$ cat src/rtl/ct_butterfly_pkg.sv
`default_nettype none
// =============================================================================
// Module      : ct_butterfly_pkg
// Description : Shared Kyber constants and datapath types for the NTT butterflies.
// Revision    : 1.0 - initial release
// =============================================================================
package ct_butterfly_pkg;

    localparam int COEF_W    = 12;
    localparam int KYBER_Q   = 3329;
    localparam int BARRETT_M = 5039;
    localparam int BARRETT_K = 24;
    localparam int PROD_W    = 2 * COEF_W;
    localparam int REM_W     = 14;

    typedef logic [COEF_W-1:0] coef_t;
    typedef logic [PROD_W-1:0] prod_t;
    typedef logic [REM_W-1:0]  rem_t;

endpackage
`default_nettype wire

$ cat src/rtl/ct_butterfly_if.sv
`default_nettype none
// =============================================================================
// Module      : ct_butterfly_if
// Description : Operand/result valid-ready bundle of the forward NTT butterfly.
// Revision    : 1.0 - initial release
// =============================================================================
interface ct_butterfly_if #(
    parameter int TAG_W = 8
);
    import ct_butterfly_pkg::*;

    logic             in_valid;
    logic             in_ready;
    coef_t            a_in;
    coef_t            b_in;
    coef_t            w_in;
    logic [TAG_W-1:0] tag_in;
    logic             out_valid;
    logic             out_ready;
    coef_t            a_out;
    coef_t            b_out;
    logic [TAG_W-1:0] tag_out;

    modport master (
        output in_valid, a_in, b_in, w_in, tag_in, out_ready,
        input  in_ready, out_valid, a_out, b_out, tag_out
    );

    modport slave (
        input  in_valid, a_in, b_in, w_in, tag_in, out_ready,
        output in_ready, out_valid, a_out, b_out, tag_out
    );

endinterface
`default_nettype wire

$ cat src/rtl/ct_butterfly_barrett_reduce24.sv
`default_nettype none
// =============================================================================
// Module      : barrett_reduce24
// Description : Barrett reduction of a 24-bit product mod 3329, split into the
//               quotient/remainder half and the final correction half.
// Revision    : 1.0 - initial release
// =============================================================================
module barrett_reduce24
    import ct_butterfly_pkg::*;
(
    input  prod_t i_p,
    output rem_t  o_r0,
    input  rem_t  i_r0,
    output coef_t o_r
);

    localparam int MUL_W = PROD_W + 13;

    logic [MUL_W-1:0] w_prod;
    logic [12:0]      w_t;
    prod_t            w_tq;
    prod_t            w_diff;
    rem_t             w_c1;
    rem_t             w_c2;

    // Floor-based quotient underestimates by at most one, so r0 stays below 2q.
    always_comb begin
        w_prod = MUL_W'(i_p) * MUL_W'(BARRETT_M);
        w_t    = 13'(w_prod >> BARRETT_K);
        w_tq   = PROD_W'(w_t) * PROD_W'(KYBER_Q);
        w_diff = i_p - w_tq;
        o_r0   = REM_W'(w_diff);
    end

    always_comb begin
        w_c1 = (i_r0 >= REM_W'(KYBER_Q)) ? (i_r0 - REM_W'(KYBER_Q)) : i_r0;
        w_c2 = (w_c1 >= REM_W'(KYBER_Q)) ? (w_c1 - REM_W'(KYBER_Q)) : w_c1;
        o_r  = COEF_W'(w_c2);
    end

endmodule
`default_nettype wire

$ cat src/rtl/ct_butterfly.sv
`default_nettype none
// =============================================================================
// Module      : ct_butterfly
// Description : 3-stage Cooley-Tukey forward NTT butterfly, a' = a + w*b,
//               b' = a - w*b (mod 3329), with valid/ready flow control.
// Revision    : 1.0 - initial release
// =============================================================================
module ct_butterfly
    import ct_butterfly_pkg::*;
#(
    parameter int TAG_W = 8
) (
    input  wire         clk,
    input  wire         rst,
    ct_butterfly_if.slave bus
);

    logic             w_en;
    prod_t            w_p;
    rem_t             w_r0;
    coef_t            w_r;
    logic [12:0]      w_sum;
    logic [12:0]      w_dif;
    logic [12:0]      w_s;
    logic [12:0]      w_d;

    logic             r_v1;
    prod_t            r_p1;
    coef_t            r_a1;
    logic [TAG_W-1:0] r_tag1;

    logic             r_v2;
    rem_t             r_r0;
    coef_t            r_a2;
    logic [TAG_W-1:0] r_tag2;

    logic             r_out_valid;
    coef_t            r_a_out;
    coef_t            r_b_out;
    logic [TAG_W-1:0] r_tag_out;

    // Whole pipeline stalls only when a result is held unconsumed.
    assign w_en         = !r_out_valid || bus.out_ready;
    assign bus.in_ready = w_en;
    assign bus.out_valid = r_out_valid;
    assign bus.a_out    = r_a_out;
    assign bus.b_out    = r_b_out;
    assign bus.tag_out  = r_tag_out;

    assign w_p = prod_t'(bus.w_in) * prod_t'(bus.b_in);

    barrett_reduce24 u_barrett (
        .i_p  (r_p1),
        .o_r0 (w_r0),
        .i_r0 (r_r0),
        .o_r  (w_r)
    );

    always_comb begin
        w_sum = {1'b0, r_a2} + {1'b0, w_r};
        w_s   = (w_sum >= 13'(KYBER_Q)) ? (w_sum - 13'(KYBER_Q)) : w_sum;
        w_dif = {1'b0, r_a2} - {1'b0, w_r};
        w_d   = w_dif[12] ? (w_dif + 13'(KYBER_Q)) : w_dif;
    end

    // Data registers only load behind a valid bit, so outputs stay zero
    // after reset until the first real result reaches them.
    always_ff @(posedge clk or posedge rst) begin
        if (rst) begin
            r_v1        <= 1'b0;
            r_p1        <= '0;
            r_a1        <= '0;
            r_tag1      <= '0;
            r_v2        <= 1'b0;
            r_r0        <= '0;
            r_a2        <= '0;
            r_tag2      <= '0;
            r_out_valid <= 1'b0;
            r_a_out     <= '0;
            r_b_out     <= '0;
            r_tag_out   <= '0;
        end else if (w_en) begin
            r_v1 <= bus.in_valid;
            if (bus.in_valid) begin
                r_p1   <= w_p;
                r_a1   <= bus.a_in;
                r_tag1 <= bus.tag_in;
            end
            r_v2 <= r_v1;
            if (r_v1) begin
                r_r0   <= w_r0;
                r_a2   <= r_a1;
                r_tag2 <= r_tag1;
            end
            r_out_valid <= r_v2;
            if (r_v2) begin
                r_a_out   <= COEF_W'(w_s);
                r_b_out   <= COEF_W'(w_d);
                r_tag_out <= r_tag2;
            end
        end
    end

endmodule
`default_nettype wire
$ cat src/flat_wrapper.sv
// flat-port wrapper written by rule: the top's interface ports become plain ports
module ct_butterfly_flat import ct_butterfly_pkg::*;
#(
    parameter int TAG_W = 8
)
  (clk, rst, bus_in_valid, bus_a_in, bus_b_in, bus_w_in, bus_tag_in, bus_out_ready, bus_in_ready, bus_out_valid, bus_a_out, bus_b_out, bus_tag_out);
  ct_butterfly_if #(.TAG_W(TAG_W)) bus_i ();
  input  wire clk;
  input  wire rst;
  input wire logic [$bits(bus_i.in_valid)-1:0] bus_in_valid;
  input wire logic [$bits(bus_i.a_in)-1:0] bus_a_in;
  input wire logic [$bits(bus_i.b_in)-1:0] bus_b_in;
  input wire logic [$bits(bus_i.w_in)-1:0] bus_w_in;
  input wire logic [$bits(bus_i.tag_in)-1:0] bus_tag_in;
  input wire logic [$bits(bus_i.out_ready)-1:0] bus_out_ready;
  output wire logic [$bits(bus_i.in_ready)-1:0] bus_in_ready;
  output wire logic [$bits(bus_i.out_valid)-1:0] bus_out_valid;
  output wire logic [$bits(bus_i.a_out)-1:0] bus_a_out;
  output wire logic [$bits(bus_i.b_out)-1:0] bus_b_out;
  output wire logic [$bits(bus_i.tag_out)-1:0] bus_tag_out;
  assign bus_i.in_valid = bus_in_valid;
  assign bus_i.a_in = bus_a_in;
  assign bus_i.b_in = bus_b_in;
  assign bus_i.w_in = bus_w_in;
  assign bus_i.tag_in = bus_tag_in;
  assign bus_i.out_ready = bus_out_ready;
  assign bus_in_ready = bus_i.in_ready;
  assign bus_out_valid = bus_i.out_valid;
  assign bus_a_out = bus_i.a_out;
  assign bus_b_out = bus_i.b_out;
  assign bus_tag_out = bus_i.tag_out;
  ct_butterfly #(.TAG_W(TAG_W)) u_core (.clk(clk), .rst(rst), .bus(bus_i));
endmodule
$ cat config.mk
export PLATFORM = sky130hd
export DESIGN_NAME = ct_butterfly_flat
export DESIGN_NICKNAME = d
export VERILOG_FILES = /design/src/rtl/ct_butterfly_pkg.sv /design/src/rtl/ct_butterfly_if.sv /design/src/rtl/ct_butterfly_barrett_reduce24.sv /design/src/rtl/ct_butterfly.sv /design/src/flat_wrapper.sv
export SDC_FILE = /design/constraint.sdc
export NUM_CORES = 1
export LEC_CHECK = 0
export CAP_MARGIN = 0
export CORE_MARGIN = 2
export CORE_UTILIZATION = 50
export CTS_BUF_LIST = sky130_fd_sc_hd__clkbuf_4 sky130_fd_sc_hd__clkbuf_8 sky130_fd_sc_hd__clkbuf_16
export DETAILED_ROUTE_END_ITERATION = 16
export PLACE_DENSITY = 0.66
export REMOVE_ABC_BUFFERS = 1
export SETUP_SLACK_MARGIN = 0.15
export SYNTH_ARGS = -nofsm -noshare
export SYNTH_HDL_FRONTEND = slang
export SYNTH_SLANG_ARGS = --single-unit
$ cat constraint.sdc
create_clock -name clk -period 13 [get_ports clk]
set_input_delay 1.95 -clock clk [delete_from_list [all_inputs] [get_ports clk]]
set_output_delay 1.95 -clock clk [all_outputs]
set_load 0.01 [all_outputs]
Word level (Yosys, flattened, before mapping)
Cells that the tools add are included.
{"block": "word_totals", "ff_bits": 113, "latch_bits": 0, "ram_bits": 0, "rom_bits": 0, "out_inout_bits": 34, "wordCells": 34, "n_memories": 0}
{"block": "op_classes", "addsub": 7, "mul": 3, "n_div": 0, "magnitude_cmp": 3, "eq_ne": 0, "shift": 0, "muxes": 4, "bitwise": 0, "n_reduce_logical": 5}
{"cell": "24-bit by 13-bit multiplier with 37-bit output, second input constant", "count": 1}
{"cell": "12-bit two-way mux", "count": 3}
{"cell": "14-bit by 12-bit greater-or-equal comparator with 1-bit output, second input constant", "count": 2}
{"cell": "12-bit by 12-bit multiplier with 24-bit output", "count": 1}
{"cell": "12-bit subtractor, second input constant", "count": 2}
{"cell": "13-bit by 12-bit multiplier with 14-bit output, second input constant", "count": 1}
{"cell": "14-bit two-way mux", "count": 1}
{"cell": "14-bit by 12-bit subtractor with 14-bit output, second input constant", "count": 1}
{"cell": "14-bit subtractor", "count": 1}
{"cell": "12-bit by 12-bit adder with 13-bit output", "count": 1}
{"cell": "13-bit by 12-bit greater-or-equal comparator with 1-bit output, second input constant", "count": 1}
{"cell": "12-bit by 12-bit subtractor with 13-bit output", "count": 1}
{"cell": "12-bit adder, second input constant", "count": 1}
{"cell": "2-bit AND reduction", "count": 3}
{"cell": "1-bit logical NOT", "count": 1}
{"cell": "1-bit logical OR", "count": 1}

Logic depth before layout (Yosys ltp)
{"block": "logic_depth", "ltp_word": 7, "mapped_depth": 35}

Modules after synthesis
From an unflattened synthesis, not the netlist that was laid out.
{"block": "hier_totals", "cells_unflattened": 1936, "hier_area_um2": 18132.4}
{"module": "ct_butterfly", "n_inst": 1, "cells_each": 1142, "area_each_um2": 10734.0, "seq_area_each_um2": 2827.7}
{"module": "barrett_reduce24", "n_inst": 1, "cells_each": 794, "area_each_um2": 7398.3, "seq_area_each_um2": 0.0}

Least setup slack after synthesis
No wires, ideal clock.
{"block": "synth_timing", "path_type": "flip-flop to flip-flop", "from": "register u_core.r_p1[21]", "to": "register u_core.r_r0[13]", "arrival_time_ns": 8.240, "t_required_ns": 12.873, "setup_slack_ns": 4.633, "path_stages_with_launch": 33, "n_path_buf": 0, "path_cell_list": "dfrtp_1 -> inv_1 -> fa_1 -> fa_1 -> inv_1 -> fa_1 -> fa_1 -> inv_1 -> fa_1 -> inv_1 -> ha_1 -> nand4_1 -> o21bai_1 -> a2111oi_0 -> a31oi_1 -> a31oi_4 -> o21ai_2 -> o41ai_2 -> o2111ai_1 -> a21oi_1 -> xnor2_1 -> ha_1 -> ha_1 -> fa_1 -> fa_1 -> inv_1 -> ha_1 -> a21o_1 -> a31oi_1 -> xnor2_1 -> xnor2_1 -> xnor2_1 -> o21ai_0"}
{"block": "synth_between", "elab_chain_len": 3}
{"element": "start: declaration", "line": "ct_butterfly.sv:28", "rtl": "prod_t r_p1;"}
{"element": "start signal: assignment", "line": "ct_butterfly.sv:85", "rtl": "r_p1 <= w_p;"}
{"element": "24-bit by 13-bit multiplier with 37-bit output", "line": "ct_butterfly_barrett_reduce24.sv:28", "rtl": "w_prod = MUL_W'(i_p) * MUL_W'(BARRETT_M);"}
{"element": "13-bit by 12-bit multiplier with 14-bit output", "line": "ct_butterfly_barrett_reduce24.sv:30", "rtl": "w_tq = PROD_W'(w_t) * PROD_W'(KYBER_Q);"}
{"element": "14-bit subtractor", "line": "ct_butterfly_barrett_reduce24.sv:31", "rtl": "w_diff = i_p - w_tq;"}
{"element": "end signal: assignment", "line": "ct_butterfly.sv:91", "rtl": "r_r0 <= w_r0;"}
{"element": "end: declaration", "line": "ct_butterfly.sv:33", "rtl": "rem_t r_r0;"}
No other way between the ends.
A chain may end at the register's enable or synchronous reset.

Final worst setup path
{"block": "layout_timing", "from": "register u_core.r_p1[11]", "to": "register u_core.r_r0[13]"}
{"block": "layout_between", "elab_chain_len": 3}
{"element": "24-bit by 13-bit multiplier with 37-bit output", "line": "ct_butterfly_barrett_reduce24.sv:28"}
{"element": "13-bit by 12-bit multiplier with 14-bit output", "line": "ct_butterfly_barrett_reduce24.sv:30"}
{"element": "14-bit subtractor (*)", "line": "ct_butterfly_barrett_reduce24.sv:31"}
Mark *: on every way between the ends. The rest lies on a longest branch, timed or not.

==> summary.md <==
| Metric | Value |
|---|---|
| Netlist cell types | 76 |
| Clk slew on worst S/H paths | 60 ps |
| Syn Inst Count | 1899 |
| Cell taking the most area after synthesis | fa_1 |
| CP required | 13290 ps |
| TritonCTS clock tree | done |
| Detailed-route via count | 12800 |
| Site Rows | 68 |
| Top cell by count, worst path | fa_1 |
| Share of flip-flops with an asynchronous set or reset | 1.00 |
| Htree depth | 4 |
| Max clock buf depth | 2 |
| Die width | 192 um |
| Initial antenna violation count | 0 |
| DIE AREA | 36800 um2 |
| Final Worst Setup Slack | 3830 ps |
| Fin crit share | 0.705 |
| Post-CTS resize count | 0 |
| Via density | 5.33 |
| GRT Total Usage | 0.220 |
| First-pass GRT wire length | 64.3 mm |
| Routed wire length | 38.6 mm |
| Layout cells sized above 1 | 0.0547 |
| Layout Cells excl Fill | 2412 |
| RSZ-0062 raised after global routing | false |
| Synth-to-layout area growth | 10.1% |
| Post-CTS Setup Repair Bufs | 0 |
| Outcome | finished clean |
| Hold Vio Cnt, Final | 0 |
| Post-synthesis cell area | 17700 um2 |
| Sum of negative setup slack | 0 ps |
| Ys flop type | dfrtp_1 |
| Synth area leaders | fa_1 27%, ha_1 18%, dfrtp_1 16% |
| Root buf cell | clkbuf_16 |
| DR iter-0 viols | 475 |
| Worst Max-Slew Pin Slew | 1250 ps |
| Synth warn | 0 |
| HP Class | flip-flop to flip-flop |
| Pin count of the biggest net entering global routing | 66 |
| Initial Util | 0.510 |
| Overflow after GRT | 0 |
| CP Launch Type | flip-flop |
| Post-Place Setup Slack | 3850 ps |
| Die Ht | 192 um |
| Vias in the first global route | 13100 |
| Clock skew | 21.1 ps |
| I/O pin cnt | 82 |
| Max-slew headroom | 0.161 |
| Setup CP Type | flip-flop to flip-flop |
| Crit-path max cell delay | 710 ps |
| Crit path DAT | 9460 ps |
| RD Place Congestion | 0.874 |
| CTS Sinks | 113 |
| Setup Viol. Count Final | 0 |
| Top-area cell type share of the netlist area | 0.269 |
| Fin. max-slew vios | 0 |
| HPWL Detailed | 31.7 mm |
| Commonest non-fill, non-tap cell in the layout | inv_1 |
| Slowest-stage cell, CP | a2111oi_0 |
| Commonest cells after routing, fill and taps aside | 338 x inv_1, 258 x nand2_1, 252 x ha_1, 237 x fa_1, 113 x dfrtp_1 |
| Drt drc | 0 |
| Post-synth EDFFs | 0 |
| Final ANT Viol Nets | 0 |
| Min Tclk post-route | 9170 ps |
| Post-Place Cells | 2380 |
| Drt wl/cell | 16.0 um |
| CTS Buf Count | 17 |
| Number of diodes | 0 |
| Worst Setup End Kind | flip-flop |
| Max-cap viol count | 0 |
| Max Clk Rate | 109 MHz |
| CORE AREA | 34600 um2 |
| Yosys reg bits | 113 |
| Initial DRT Pass Iterations | 7 |
| Seq/Total Area, Yosys | 0.160 |
| Syn_area_per_cell | 9.30 um2 |
| Critical Path Fanout Max | 8 |
| Total Nets Final | 2481 |
| IO Port Bufs | 81 |
| Worst skew pair latency | 440 ps |
| Hold Buf Count CTS | 0 |
-- logic make-up after synthesis --
| family | count (synthesis) | synth area share |
|---|---|---|
| xor+xnor | 105 | 0.0542 |
| compound gates | 253 | 0.0979 |
| mux | 26 | 0.0164 |
| buf+inv | 404 | 0.0867 |
| simple gates | 509 | 0.138 |
| flops | 113 | 0.160 |
| fa+ha+maj | 489 | 0.447 |
-- synthesized netlist by cell type (10+ instances only) --
cell type,count
xor2_1,41
a21o_1,20
ha_1,252
fa_1,237
nand2_1,260
or3_1,10
nor2_1,63
nand3_1,21
dfrtp_1,113
clkbuf_1,53
mux2_2,23
and2_1,69
a21oi_1,42
nor3_1,23
xnor2_1,59
o21bai_1,15
o21ai_0,63
o21a_1,14
inv_1,339
a31oi_1,19
-- worst paths after layout --
kind	start	to	slack, ps	depth (start not counted)
setup / recovery	u_core.r_p1[11]$_DFFE_PP0P_	u_core.r_r0[13]$_DFFE_PP0P_	3830	32
hold / removal	u_core.r_tag1[6]$_DFFE_PP0P_	u_core.r_tag1[6]$_DFFE_PP0P_	470	2
setup reg to reg	u_core.r_p1[11]$_DFFE_PP0P_	u_core.r_r0[13]$_DFFE_PP0P_	3830	32
hold reg to reg	u_core.r_tag1[6]$_DFFE_PP0P_	u_core.r_tag1[6]$_DFFE_PP0P_	470	2
max in group asynchronous	rst	u_core.r_r0[8]$_DFFE_PP0P_	9830	3
min in group asynchronous	rst	u_core.r_tag1[4]$_DFFE_PP0P_	2000	2
-- per-stage QoR --
step           utilization  area [um2]  hold slack, ps
3_5_place_dp         0.544       18800             456
2_1_floorplan            -       17400             433
6_report             0.561       19400             469
4_1_cts              0.561       19400             471
3_3_place_gp         0.544       18800             442
5_1_grt              0.561       19400             492
-- layout make-up --
cell class,instances,area (um2)
tap,455,569
clock buffer,18,433
multi-input combinational,1382,13300
clock inverter,14,154
timing repair buffer,87,856
fill,3141,15200
inverter,343,1290
sequential,113,2830
-- flip-flops by register name, indices dropped and copies added (netlist names) --
| signal | cells |
|---|---|
| u_core.bus.a_out | 12 |
| u_core.bus.b_out | 12 |
| u_core.bus.out_valid | 1 |
| u_core.bus.tag_out | 8 |
| u_core.r_a1 | 12 |
| u_core.r_a2 | 12 |
| u_core.r_p1 | 24 |
| u_core.r_r0 | 14 |
| u_core.r_tag1 | 8 |
| u_core.r_tag2 | 8 |
| u_core.r_v1 | 1 |
| u_core.r_v2 | 1 |
-- metal layers --
layer,up-vias,track usage,share of wire
met5,-,0,0
met4,0,0.0500,0.018
met3,42,0.0281,0.028
met2,190,0.395,0.51
met1,6428,0.282,0.44
li1,6187,-,-
-- critical path: cells and delay by family (launching register included) --
family	cells	cell delay, ps
fa+ha+maj	11	4500
compound gates	7	1980
xor+xnor	5	900
simple gates	6	880
flops	1	590
buf+inv	3	170
Power is not shown: default switching activity piles up to over one toggle a cycle in this logic, so the estimate is an artifact.
